--- src/rtl/byte_demux_packer_if.sv ---
// ============================================================================
// byte_demux_packer_if : byte-in / word-out handshake bundle for byte_demux_packer
// Revision: 1.0
// ============================================================================
`default_nettype none

interface byte_demux_packer_if;
  logic        in_valid;
  logic        in_ready;
  logic        sel;
  logic [7:0]  in_data;
  logic [7:0]  out_a;
  logic [7:0]  out_b;
  logic [15:0] out_word;
  logic        out_valid;
  logic        out_ready;
  logic        a_full;
  logic        b_full;
  logic        err_dup;

  modport slave (
    input  in_valid, sel, in_data, out_ready,
    output in_ready, out_a, out_b, out_word, out_valid, a_full, b_full, err_dup
  );

  modport master (
    output in_valid, sel, in_data, out_ready,
    input  in_ready, out_a, out_b, out_word, out_valid, a_full, b_full, err_dup
  );
endinterface

`default_nettype wire

--- src/rtl/byte_demux_packer.sv ---
// ============================================================================
// byte_demux_packer : routes bytes into lane A (high) / lane B (low) and
//                     presents the completed 16-bit word with valid/ready.
// Revision: 1.0
// ============================================================================
`default_nettype none

module byte_demux_packer #(
  parameter bit ALLOW_OVERWRITE = 1'b0
) (
  input  logic               clk,
  input  logic               rst_n,
  input  logic               clear,
  byte_demux_packer_if.slave bus
);

  typedef enum logic [1:0] {
    S_EMPTY  = 2'd0,
    S_HAVE_A = 2'd1,
    S_HAVE_B = 2'd2,
    S_FULL   = 2'd3
  } state_t;

  state_t     state_q, state_d;
  logic [7:0] a_q, a_d;
  logic [7:0] b_q, b_d;
  logic       err_q, err_d;

  logic       w_in_ready;
  logic       w_accept;

  // No bypass: a FULL word must be popped before the next byte is taken.
  assign w_in_ready = rst_n && (state_q != S_FULL) && !clear;
  assign w_accept   = bus.in_valid && w_in_ready;

  always_ff @(posedge clk or negedge rst_n) begin
    if (!rst_n) begin
      state_q <= S_EMPTY;
      a_q     <= 8'h00;
      b_q     <= 8'h00;
      err_q   <= 1'b0;
    end else begin
      state_q <= state_d;
      a_q     <= a_d;
      b_q     <= b_d;
      err_q   <= err_d;
    end
  end

  always_comb begin
    state_d = state_q;
    a_d     = a_q;
    b_d     = b_q;
    err_d   = err_q;

    if (clear) begin
      state_d = S_EMPTY;
      a_d     = 8'h00;
      b_d     = 8'h00;
      err_d   = 1'b0;
    end else begin
      case (state_q)
        S_EMPTY: begin
          if (w_accept) begin
            if (bus.sel) begin
              a_d     = bus.in_data;
              state_d = S_HAVE_A;
            end else begin
              b_d     = bus.in_data;
              state_d = S_HAVE_B;
            end
          end
        end
        S_HAVE_A: begin
          if (w_accept) begin
            if (bus.sel) begin
              if (ALLOW_OVERWRITE) a_d = bus.in_data;
              else                 err_d = 1'b1;
            end else begin
              b_d     = bus.in_data;
              state_d = S_FULL;
            end
          end
        end
        S_HAVE_B: begin
          if (w_accept) begin
            if (!bus.sel) begin
              if (ALLOW_OVERWRITE) b_d = bus.in_data;
              else                 err_d = 1'b1;
            end else begin
              a_d     = bus.in_data;
              state_d = S_FULL;
            end
          end
        end
        S_FULL: begin
          // Lanes keep their contents after the pop; only the state empties.
          if (bus.out_ready) state_d = S_EMPTY;
        end
        default: state_d = S_EMPTY;
      endcase
    end
  end

  assign bus.in_ready  = w_in_ready;
  assign bus.out_a     = a_q;
  assign bus.out_b     = b_q;
  assign bus.out_word  = {a_q, b_q};
  assign bus.out_valid = (state_q == S_FULL);
  assign bus.a_full    = (state_q == S_HAVE_A) || (state_q == S_FULL);
  assign bus.b_full    = (state_q == S_HAVE_B) || (state_q == S_FULL);
  assign bus.err_dup   = err_q;

endmodule

`default_nettype wire

--- src/flat_wrapper.sv ---
// flat-port wrapper written by rule: the top's interface ports become plain ports
module byte_demux_packer_flat 
#(
  parameter bit ALLOW_OVERWRITE = 1'b0
)
  (clk, rst_n, clear, bus_in_valid, bus_sel, bus_in_data, bus_out_ready, bus_in_ready, bus_out_a, bus_out_b, bus_out_word, bus_out_valid, bus_a_full, bus_b_full, bus_err_dup);
  byte_demux_packer_if bus_i ();
  input  logic clk;
  input  logic rst_n;
  input  logic clear;
  input wire logic [$bits(bus_i.in_valid)-1:0] bus_in_valid;
  input wire logic [$bits(bus_i.sel)-1:0] bus_sel;
  input wire logic [$bits(bus_i.in_data)-1:0] bus_in_data;
  input wire logic [$bits(bus_i.out_ready)-1:0] bus_out_ready;
  output wire logic [$bits(bus_i.in_ready)-1:0] bus_in_ready;
  output wire logic [$bits(bus_i.out_a)-1:0] bus_out_a;
  output wire logic [$bits(bus_i.out_b)-1:0] bus_out_b;
  output wire logic [$bits(bus_i.out_word)-1:0] bus_out_word;
  output wire logic [$bits(bus_i.out_valid)-1:0] bus_out_valid;
  output wire logic [$bits(bus_i.a_full)-1:0] bus_a_full;
  output wire logic [$bits(bus_i.b_full)-1:0] bus_b_full;
  output wire logic [$bits(bus_i.err_dup)-1:0] bus_err_dup;
  assign bus_i.in_valid = bus_in_valid;
  assign bus_i.sel = bus_sel;
  assign bus_i.in_data = bus_in_data;
  assign bus_i.out_ready = bus_out_ready;
  assign bus_in_ready = bus_i.in_ready;
  assign bus_out_a = bus_i.out_a;
  assign bus_out_b = bus_i.out_b;
  assign bus_out_word = bus_i.out_word;
  assign bus_out_valid = bus_i.out_valid;
  assign bus_a_full = bus_i.a_full;
  assign bus_b_full = bus_i.b_full;
  assign bus_err_dup = bus_i.err_dup;
  byte_demux_packer #(.ALLOW_OVERWRITE(ALLOW_OVERWRITE)) u_core (.clk(clk), .rst_n(rst_n), .clear(clear), .bus(bus_i));
endmodule
--- config.mk ---
export PLATFORM = sky130hd
export DESIGN_NAME = byte_demux_packer_flat
export DESIGN_NICKNAME = d
export VERILOG_FILES = /design/src/rtl/byte_demux_packer_if.sv /design/src/rtl/byte_demux_packer.sv /design/src/flat_wrapper.sv
export SDC_FILE = /design/constraint.sdc
export NUM_CORES = 1
export LEC_CHECK = 0
export ABC_AREA = 1
export BUFFER_PORTS_ARGS = -buffer_cell sky130_fd_sc_hd__clkbuf_2
export CAP_MARGIN = 20
export CELL_PAD_IN_SITES_DETAIL_PLACEMENT = 0
export CELL_PAD_IN_SITES_GLOBAL_PLACEMENT = 2
export CORE_ASPECT_RATIO = 0.6
export CORE_MARGIN = 1
export CORE_UTILIZATION = 23
export CTS_CLUSTER_SIZE = 28
export DETAILED_ROUTE_END_ITERATION = 12
export PLACE_DENSITY = 0.8
export REMOVE_ABC_BUFFERS = 1
export SLEW_MARGIN = 5
export SYNTH_ARGS = -nofsm -noshare
export SYNTH_HDL_FRONTEND = slang
export SYNTH_SLANG_ARGS = --single-unit
--- constraint.sdc ---
create_clock -name clk -period 1.35 [get_ports clk]
set_clock_uncertainty 0.15 [all_clocks]
set_input_delay 0.135 -clock clk [delete_from_list [all_inputs] [get_ports clk]]
set_output_delay 0.135 -clock clk [all_outputs]
set_load 0.05 [all_outputs]
Yosys cells after proc, flatten, opt, wreduce, memory -nomap -nowiden
Cells that the tools add are included.
{"block": "totals", "regBits": 19, "word_cells": 58}
{"block": "classes", "eq_ne": 13, "n_mux": 23, "reduce_logical": 18}
{"cell": "8-bit two-way mux", "count": 8}
{"cell": "2-bit two-way mux", "count": 8}
{"cell": "3-bit inequality test, second input constant", "count": 5}
{"cell": "3-bit by 2-bit inequality test with 1-bit output, second input constant", "count": 3}
{"cell": "2-bit one-hot mux with 4 select lines", "count": 1}
{"cell": "2-bit nonzero test", "count": 4}
{"cell": "3-bit AND reduction", "count": 2}
{"cell": "6-bit AND reduction", "count": 1}
{"cell": "1-bit two-way mux", "count": 5}
{"cell": "5-bit AND reduction", "count": 1}
{"cell": "2-bit equality test, second input constant", "count": 2}
{"cell": "2-bit inequality test, second input constant", "count": 2}
{"cell": "2-bit OR reduction", "count": 2}
{"cell": "1-bit logical AND", "count": 3}
{"cell": "3-bit nonzero test", "count": 1}
{"cell": "2-bit by 1-bit equality test with 1-bit output, second input constant", "count": 1}
{"cell": "2-bit logical NOT", "count": 1}
{"cell": "1-bit logical OR", "count": 2}
{"cell": "1-bit one-hot mux with 2 select lines", "count": 1}
{"cell": "1-bit logical NOT", "count": 1}

Logic depth before layout (Yosys ltp)
Gate-level depths: netlist (run 1).
{"block": "logic_depth", "word_depth": 7, "ltp_mapped": 8}

Worst setup path before layout (run 1)
OpenSTA, ideal clock, no wires.
{"block": "synth_path", "path_kind": "register to output", "startpoint": "register u_core.state_q[0]", "endpoint": "output bus_in_ready", "arrival_ns": 1.660, "required_ns": 1.065, "path_slack_ns": -0.595, "path_stages_with_launch": 5, "n_path_buf": 0, "cell_sequence": "dfrtp_1 ha_1 inv_1 nand2_1 nor2_1"}
{"block": "synth_between", "elab_chain_cells": 3}
{"item": "from (decl)", "line_no": "byte_demux_packer.sv:24", "text": "state_t state_q, state_d;"}
{"item": "from (signal assigned)", "line_no": "byte_demux_packer.sv:43", "text": "state_q <= state_d;"}
{"item": "2-bit inequality test", "line_no": "byte_demux_packer.sv:33", "text": "assign w_in_ready = rst_n && (state_q != S_FULL) && !clear;"}
{"item": "1-bit logical AND (2 in series)", "line_no": "byte_demux_packer.sv:33"}
{"item": "to (decl)", "line_no": "flat_wrapper.sv:15", "text": "output wire logic [$bits(bus_i.in_ready)-1:0] bus_in_ready;"}
Every way passes these cells.

Final worst setup path (run 1)
{"block": "layout_path", "startpoint": "register u_core.state_q[0]", "endpoint": "output bus_b_full"}
{"block": "layout_between", "elab_chain_cells": 2, "elab_cells_between_ends": 3, "cone_classes": "eq/ne (2); reduce/logical (1)"}
{"item": "2-bit equality test", "line_no": "byte_demux_packer.sv:111", "text": "assign bus.b_full = (state_q == S_HAVE_B) || (state_q == S_FULL);"}
{"item": "1-bit logical OR *", "line_no": "byte_demux_packer.sv:111"}
{"item": "to (decl)", "line_no": "flat_wrapper.sv:21", "text": "output wire logic [$bits(bus_i.b_full)-1:0] bus_b_full;"}
Mark *: on every way between the ends. The rest lies on a longest branch, timed or not.

==> results of run 1 <==
path summary, 6_finish.rpt:
| kind | slack, ps | depth (start not counted) | start | to |
|---|---|---|---|---|
| worst min-delay path | 6 | 3 | bus_in_data[2] | u_core.bus.out_a[2] |
| max in group asynchronous | 480 | 3 | rst_n | u_core.state_q[0] |
| worst max-delay path | -270 | 6 | u_core.state_q[0] | bus_b_full |
| worst min register to register | 360 | 2 | u_core.bus.err_dup | u_core.bus.err_dup |
| worst max register to register | -240 | 8 | u_core.state_q[0] | u_core.bus.err_dup |
| min in group asynchronous | 120 | 2 | rst_n | u_core.bus.err_dup |
cells in the final DEF (no fill, tap or decap), types with 2 or more instances in the layout:
| master | instances |
|---|---|
| dlygate4sd3_1 | 2 |
| nand2_2 | 14 |
| o21ai_0 | 2 |
| buf_8 | 2 |
| nand3_2 | 2 |
| nor2_1 | 3 |
| nand3_4 | 2 |
| nand2_8 | 2 |
| buf_4 | 17 |
| o21ai_2 | 17 |
| inv_4 | 3 |
| nand2_4 | 8 |
| inv_1 | 4 |
| nor2_4 | 2 |
| inv_2 | 4 |
| dfrtp_1 | 17 |
| buf_6 | 4 |
| ha_4 | 4 |
| nand4_1 | 2 |
| dfrtp_2 | 2 |
| nand2_1 | 18 |
| clkbuf_8 | 4 |
| clkbuf_2 | 46 |
sequential cells by signal, indices dropped and copies added (netlist names):
signal and cells:
u_core.bus.out_a 8, u_core.bus.err_dup 1, u_core.state_q 2, u_core.bus.out_b 8
cell families (layout without fill, tap and decap cells):
kind of cell	count (synthesis)	count (layout)	share of synthesized area
simple gates	55	56	0.217
compound gates	21	21	0.155
fa+ha+maj	4	4	0.0440
flops	19	19	0.418
buf+inv	30	90	0.166
Yosys cell counts, types with 2 or more instances:
master    n
nand2_1  37
dfrtp_1  19
buf_4    16
o21ai_2  16
inv_1    10
nor2_1    6
ha_1      4
nand3_1   4
buf_6     2
nand2_2   2
nand2_4   2
nand4_1   2
o21ai_0   2
layer usage:
layer  vias up  wire [um]  GRT usage
met2        23       1360      0.179
met3         2        130     0.0339
met1       471       1380      0.166
met4         0         12     0.0198
li1        526          -          -
met5         -          0          0
report_power, final:
part           switching [mW]  internal, mW
registers               0.161         0.707
clock network           0.188         0.210
logic                    1.60         0.844
critical path, cell delays in order, from the launching register on:
cell and delay (ps):
dfrtp_2 450, inv_2 80, buf_4 140, ha_4 160, inv_2 50, nand2_2 60
buf_8 140
final cells by class:
class	count	area, um2	share of cell area
Sequential cell	19	478	0.255
Clock buffer	4	45.0	0.0240
Inverter	11	48.8	0.0260
Tap cell	63	78.8	0.0420
Timing Repair Buffer	75	539	0.288
Multi-Input combinational cell	81	686	0.366
metrics by stage:
step	worst slack, ps	instances	power, mW
after CTS	-267	252	3.52
after global placement	-407	237	2.74
after global routing	-327	253	3.92
final	-270	253	3.71
after detailed placement	-419	237	2.74
after floorplan	-595	110	2.16
repair_timing:
action                                  in CTS  in global routing
hold endpoints to repair                    20                  0
cloned                                       2                  0
endpoints found under the setup margin      23                 23
setup buffers                                7                  1
gates resized for setup                     47                 28
hold buffers                                 2                  0
pin swaps                                   11                  7
==> flow_summary.yaml, run 1 <==
layout:
  nets: 209
  drive_gt1_frac: 0.726
  antennaDiodeCount: 0
  fin_util: 0.403
  fillers: 475
  area_growth_syn_to_layout_pct: 64.9
  design_area_um2: 1880
synth:
  yosysTopAreaCell: "dfrtp_1"
  ys_seq_elements: 19
  netlist_area_um2: 1140
  netlist.area_leader.share: 0.418
  synth_edf_count: 0
  synth.avg_cell_area_um2: 8.82
  ys_warn_count: 0
  synthCells: 129
  synthTopCellsByArea: "dfrtp_1 (42%), o21ai_2 (12%), nand2_1 (12%)"
  yosysSeqAreaShare: 0.418
  synth_cell_types: 20
  synthArstFlopShare: 1.00
  synthFlopType: "dfrtp_1"
outcome:
  violations: "negative setup slack"
  outcome: "finished with violations"
place:
  dp_hpwl_um: 2000
  io_buffers: 50
  placed_cell_area_um2: 1420
  routabilityCongestion: 0.729
sta:
  fmax_ghz: 0.617
  fin_tns_setup_ps: -4920
  hold-worst-slack_ps: 6.19
  setup_viol: 23
  post-route-period-util: 1.20
  tightest_slew_ps: 277
  fin_ws_ps: -270
  drv_slew: 0
  rsz0062_at_grt: "yes"
  slew_headroom: 0.814
  hold_viol_final: 0
  fin_crit_ps: 1620
drt:
  drtIter0Drc: 27
  num_vias: 1022
  firstDrtPassIters: 4
  wire_per_inst_um: 11.4
  antenna_left: 0
  drc: 0
  viasPerCell: 4.04
  wirelength_um: 2880
clocking:
  htree_levels: 1
  insertion_delay_ps: 260
  cts_max_path_buffers: 2
  root_buffer: "clkbuf_8"
  cts_buffers: 3
  cts.sinks: 19
  cts_tree: "done"
  clk_pin_slew_ps: 70
flow_run:
  maxCapViolations: 0
power:
  cellLeakagePower_nw: 0.951
  vdd_ir_drop_max_uv: 606
  p_per_area_nw_per_um2: 1980
grt:
  grt_overflow: 0
  antenna_found_initial: 0
  grt_pass1_wl_um: 4730
  grt_pass1_vias: 967
  grtUsageTotal: 0.117
  grt_max_degree: 19
critical_path:
  critical_path_class: "flop to primary output"
  startpoint_type: "flop"
  crit_required_ps: 1070
  critical_path.max_fanout: 4
  worstPathArrival_ps: 1330
  end_kind: "primary output"
floorplan:
  ioPinCount: 51
  start_util: 0.244
  die_w_um: 92.8
  core.rowCount: 19
  die_h_um: 56.5
  core_region_area_um2: 4660
  die-area_um2: 5240
min_path:
  hp-class: "primary input to flop"
Power figures use the tool's default switching activity.
==> run 2, diff against run 1 <==
Settings changed: CORE_MARGIN 1 to 5.
==> run 2 against run 1 <==
- the flow still finishes with violations (negative setup slack)
- routed wire length increased by 13%
- sequential share of layout area increased by 0.31 points
- die area increased by 24%
- combinational power decreased by 4%
- register-to-register slack got worse by 70 ps
- first-iteration DRC count decreased by 15%
- maximum frequency decreased by 2.9%
- sequential power increased by 2%
- highest routed layer unchanged
- largest power group unchanged
==> flow_summary.yaml, run 2 (same netlist as run 1, synthesis figures left out) <==
power:
  p_sw_mw: 1.95
  vdd_ir_drop_max_uv: 603
  cellLeakagePower_nw: 0.957
  swShare: 0.535
  power_frac_clock: 0.112
  p_total_mw: 3.65
  p_per_area_nw_per_um2: 1970
  power_frac_comb: 0.646
  power_frac_seq: 0.242
  p_int_mw: 1.70
sta:
  fin_crit_ps: 1670
  slew_headroom: 0.811
  hold_viol_final: 0
  fin_ws_ps: -318
  tightest_slew_ps: 283
  fmax_ghz: 0.599
  rsz0062_at_grt: "yes"
  drv_slew: 0
  setup_viol: 23
  post-route-period-util: 1.24
clocking:
  cts.sinks: 19
  clk_pin_slew_ps: 80
  insertion_delay_ps: 260
  cts_buffers: 3
  htree_levels: 1
  root_buffer: "clkbuf_8"
  cts_max_path_buffers: 2
  cts_tree: "done"
layout:
  drive_gt1_frac: 0.719
  mostFrequentLayoutCells: "clkbuf_2 (45), nand2_1 (19), dfrtp_1 (17), o21ai_2 (16), nand2_4 (13)"
  antennaDiodeCount: 0
  mostFrequentLayoutCell: "clkbuf_2"
  fillers: 466
  area_growth_syn_to_layout_pct: 62.9
  nets: 204
grt:
  grtUsageTotal: 0.107
  grt_pass1_wl_um: 5460
  grt_max_degree: 19
  grt_pass1_vias: 1052
  grt_overflow: 0
  antenna_found_initial: 0
min_path:
  hp-class: "primary input to flop"
drt:
  wire_per_inst_um: 13.1
  num_vias: 1029
  viasPerCell: 4.15
  drc: 0
  firstDrtPassIters: 3
  wirelength_um: 3260
  antenna_left: 0
  drtIter0Drc: 23
floorplan:
  ioPinCount: 51
  start_util: 0.243
  die_w_um: 101
  die-area_um2: 6500
  core.rowCount: 19
  core_region_area_um2: 4680
  die_h_um: 64.5
critical_path:
  crit_required_ps: 1070
  critical_path_class: "flop to primary output"
  startpoint_type: "flop"
  end_kind: "primary output"
  critical_path.max_fanout: 4
  worstPathArrival_ps: 1380
outcome:
  outcome: "finished with violations"
  violations: "negative setup slack"
place:
  routabilityCongestion: 0.801
  io_buffers: 50
  dpl_worst_slack_ps: -276
  dp_hpwl_um: 2300
flow_run:
  maxCapViolations: 0
[run 2: cell types whose count changed in the layout (fill, tap and decap cells not counted), moves of 2 or more]
cell,change
ha_2,+2
buf_12,+2
nand2_4,+5
inv_4,-2
inv_2,+2
buf_4,-7
nand2_2,-6
ha_4,-2
[run 2: worst paths after layout]
| path | startpoint | endpoint | slack [ps] | cells after the start |
|---|---|---|---|---|
| hold reg to reg | u_core.bus.out_a[2] | u_core.bus.out_a[2] | 360 | 2 |
| min in group asynchronous | rst_n | u_core.bus.err_dup | 140 | 2 |
| setup / recovery | u_core.state_q[1] | bus_in_ready | -320 | 6 |
| hold / removal | bus_in_data[0] | u_core.bus.out_b[0] | 5 | 3 |
| setup reg to reg | u_core.state_q[1] | u_core.bus.out_b[4] | -310 | 9 |
| max in group asynchronous | rst_n | u_core.state_q[1] | 430 | 3 |
[run 2: power by group through the flow]
stage | sequential, mW | clock [mW] | combinational [mW]
floorplan | 1.56 | 0 | 0.601
global placement | 0.831 | 0 | 1.93
detailed placement | 0.834 | 0 | 1.91
CTS | 0.855 | 0.422 | 2.27
global route | 0.915 | 0.444 | 2.49
finish | 0.882 | 0.410 | 2.36
[run 2: area by class of cell]
class | instances | area, um2 | area share
Timing Repair Buffer | 70 | 524 | 0.283
Inverter | 11 | 43.8 | 0.0236
Multi-Input combinational cell | 81 | 679 | 0.367
Clock buffer | 3 | 41.3 | 0.0223
Sequential cell | 19 | 478 | 0.258
Tap cell | 63 | 78.8 | 0.0425
Clock inverter | 1 | 7.51 | 0.00405
[run 2: critical path, stage by stage, from the launching register on]
cell	delay [ps]
dfrtp_2	460
ha_4	180
buf_6	120
inv_4	50
nand2_2	50
nor2_4	120
buf_12	140
[run 2: timing repair]
action / in CTS / in global routing
gates resized for setup: 54 / 20
cloned: 2 / 0
buffers inserted: 5 / 0
hold endpoints to repair: 20 / 0
endpoints found under the setup margin: 23 / 24
pin swaps: 8 / 3
hold buffers: 2 / 0
[run 2: layer usage]
layer | vias to the layer above | share of wire | GRT usage
li1 | 516 | - | -
met1 | 483 | 0.49 | 0.153
met2 | 28 | 0.46 | 0.168
met3 | 2 | 0.046 | 0.0193
met4 | 0 | 0.0052 | 0.0252
met5 | - | 0 | 0
[run 2: through the flow]
step	cells	hold slack [ps]	instance area (um2)	TNS [ps]	util
2_1_floorplan	110	-311	990	-8740	-
3_3_place_gp	235	-191	1440	-5480	0.307
3_5_place_dp	235	-191	1440	-5000	0.307
4_1_cts	248	7.09	1790	-6680	0.382
5_1_grt	248	13.5	1850	-8280	0.396
6_report	248	4.51	1850	-6680	0.396
==> run 3, diff against run 2 <==
Settings changed: CORE_ASPECT_RATIO 0.6 to not set, PLACE_DENSITY 0.8 to 0.72.
==> run 3 against run 2 <==
- via count increased by 0.58%
- highest routed layer unchanged
- die area decreased by 0.71%
- combinational power about the same
- maximum frequency increased by 1.5%
- sequential power decreased by 5.9%
- largest cell class unchanged
- cell count increased by 2.0%
- the flow still finishes with violations (negative setup slack)
- utilization decreased by 2.6 points
==> flow_summary.yaml, run 3 (same netlist as run 1, synthesis figures left out) <==
grt:
  grt_max_degree: 17
  antenna_found_initial: 0
  grt_pass1_wl_um: 5090
  grt_pass1_vias: 1058
  grt_overflow: 0
  grtUsageTotal: 0.102
sta:
  post-route-period-util: 1.22
  fin_tns_setup_ps: -4880
  tightest_slew_ps: 282
  rsz0062_at_grt: "yes"
  fmax_ghz: 0.608
  setup_viol: 23
  hold_viol_final: 0
  drv_slew: 0
  fin_crit_ps: 1640
  slew_headroom: 0.813
  fin_ws_ps: -294
layout:
  seqCellArea_um2: 478
  drive_gt1_frac: 0.667
  mostFrequentLayoutCell: "clkbuf_2"
  nets: 205
  area_growth_syn_to_layout_pct: 54.3
  multi_input_area_um2: 611
  antennaDiodeCount: 0
  fillers: 519
  mostFrequentLayoutCells: "clkbuf_2 (46), nand2_1 (28), o21ai_2 (17), dfrtp_1 (17), buf_4 (13)"
power:
  vdd_ir_drop_max_uv: 800
  swShare: 0.528
  p_per_area_nw_per_um2: 2030
  power_frac_clock: 0.111
  p_total_mw: 3.56
  p_int_mw: 1.68
  p_sw_mw: 1.88
  cellLeakagePower_nw: 0.895
  power_frac_comb: 0.656
  power_frac_seq: 0.233
floorplan:
  core.rowCount: 25
  die_h_um: 80.3
  ioPinCount: 51
  die-area_um2: 6450
  die_w_um: 80.3
  start_util: 0.239
  core_region_area_um2: 4750
min_path:
  hp-class: "primary input to flop"
  hold_end: "u_core.bus.err_dup"
  hp-start: "clear"
  min_path_cells: 2
place:
  dp_hpwl_um: 2220
  io_buffers: 50
  routabilityCongestion: 0.781
clocking:
  insertion_delay_ps: 250
  root_buffer: "clkbuf_8"
  htree_levels: 1
  clk_pin_slew_ps: 70
  cts_tree: "done"
  cts.sinks: 19
  cts_max_path_buffers: 2
  cts_buffers: 3
critical_path:
  r2r-end: "u_core.bus.out_b[3]"
  worstPathArrival_ps: 1360
  crit_required_ps: 1070
  crit_slowest_cell: "dfrtp_2"
  r2r_cells: 8
  rr_startpoint: "u_core.state_q[0]"
  cpPeakStageDelay_ps: 450
  critical_path.max_fanout: 3
  crit_chain: "buf_6 -> ha_4 -> inv_4 -> buf_6 -> nand2_2 -> buf_8"
  critical_path_class: "flop to primary output"
  r2r_setup_slack_ps: -250
  end_kind: "primary output"
  crit_top_cell: "buf_6"
  startpoint_type: "flop"
outcome:
  violations: "negative setup slack"
  outcome: "finished with violations"
drt:
  wirelength_um: 3270
  drc: 0
  num_vias: 1035
  viasPerCell: 4.09
  firstDrtPassIters: 4
  drtIter0Drc: 30
  wire_per_inst_um: 12.9
  antenna_left: 0
flow_run:
  maxCapViolations: 0
## run 3: cell count changes in the layout (fill, tap and decap cells not counted), sizes merged
cell,before,now
buf,22,23
clkbuf,49,51
clkinvlp,1,0
dlygate4sd3,2,1
## run 3: routing by layer
metal / GRT usage / vias up / wire length, um
li1: - / 520 / -
met4: 0.0253 / 0 / 22
met5: 0 / - / 0
met3: 0.0213 / 4 / 299
met1: 0.127 / 464 / 1380
met2: 0.179 / 47 / 1560
## run 3: critical path: cells and delay by family, from the launching register on
family | cells | cell delay (ps)
and+or+nand+nor | 1 | 60
DFF | 1 | 450
buffers and inverters | 4 | 440
adders and majority gates | 1 | 160
## run 3: cell type report
cell class,count,area share
clock buffer,4,0.0257
inverter,11,0.0264
multi-input combinational,81,0.348
sequential,19,0.272
tap,67,0.0478
timing repair buffer,71,0.280
## run 3: through the flow
stage          hold WS [ps]  std cells  instance area, um2  setup WS, ps   util
2_1_floorplan          -311        110                 990          -595      -
3_3_place_gp           -161        238                1420          -339  0.299
3_5_place_dp           -159        238                1420          -407  0.299
4_1_cts               0.635        250                1660          -325  0.349
5_1_grt                30.0        253                1760          -342  0.369
6_report               3.45        253                1760          -294  0.369
## run 3: worst max path at each step
stage / start / endpoint / slack [ps] / cells after the start
global route: u_core.state_q[0] / bus_a_full / -340 / 6
global placement: u_core.state_q[0] / u_core.bus.out_b[0] / -340 / 7
floorplan: u_core.state_q[0] / bus_in_ready / -600 / 4
finish: u_core.state_q[0] / bus_a_full / -290 / 6
detailed placement: u_core.state_q[0] / u_core.bus.out_b[3] / -410 / 7
CTS: u_core.state_q[1] / bus_in_ready / -320 / 6
## run 3: what timing repair did
action,in CTS,in global routing
pin swaps,8,5
cloned,1,1
buffers inserted,6,2
hold endpoints to repair,19,0
gates resized for setup,33,23
endpoints found under the setup margin,23,23
hold buffers,1,0
## run 3: power by group through the flow
stage | Combinational, mW | Clock [mW] | Sequential (mW)
after detailed placement | 1.91 | 0 | 0.825
final | 2.33 | 0.395 | 0.830
after global routing | 2.48 | 0.433 | 0.848
after CTS | 2.18 | 0.413 | 0.811
after global placement | 1.91 | 0 | 0.818
after floorplan | 0.601 | 0 | 1.56
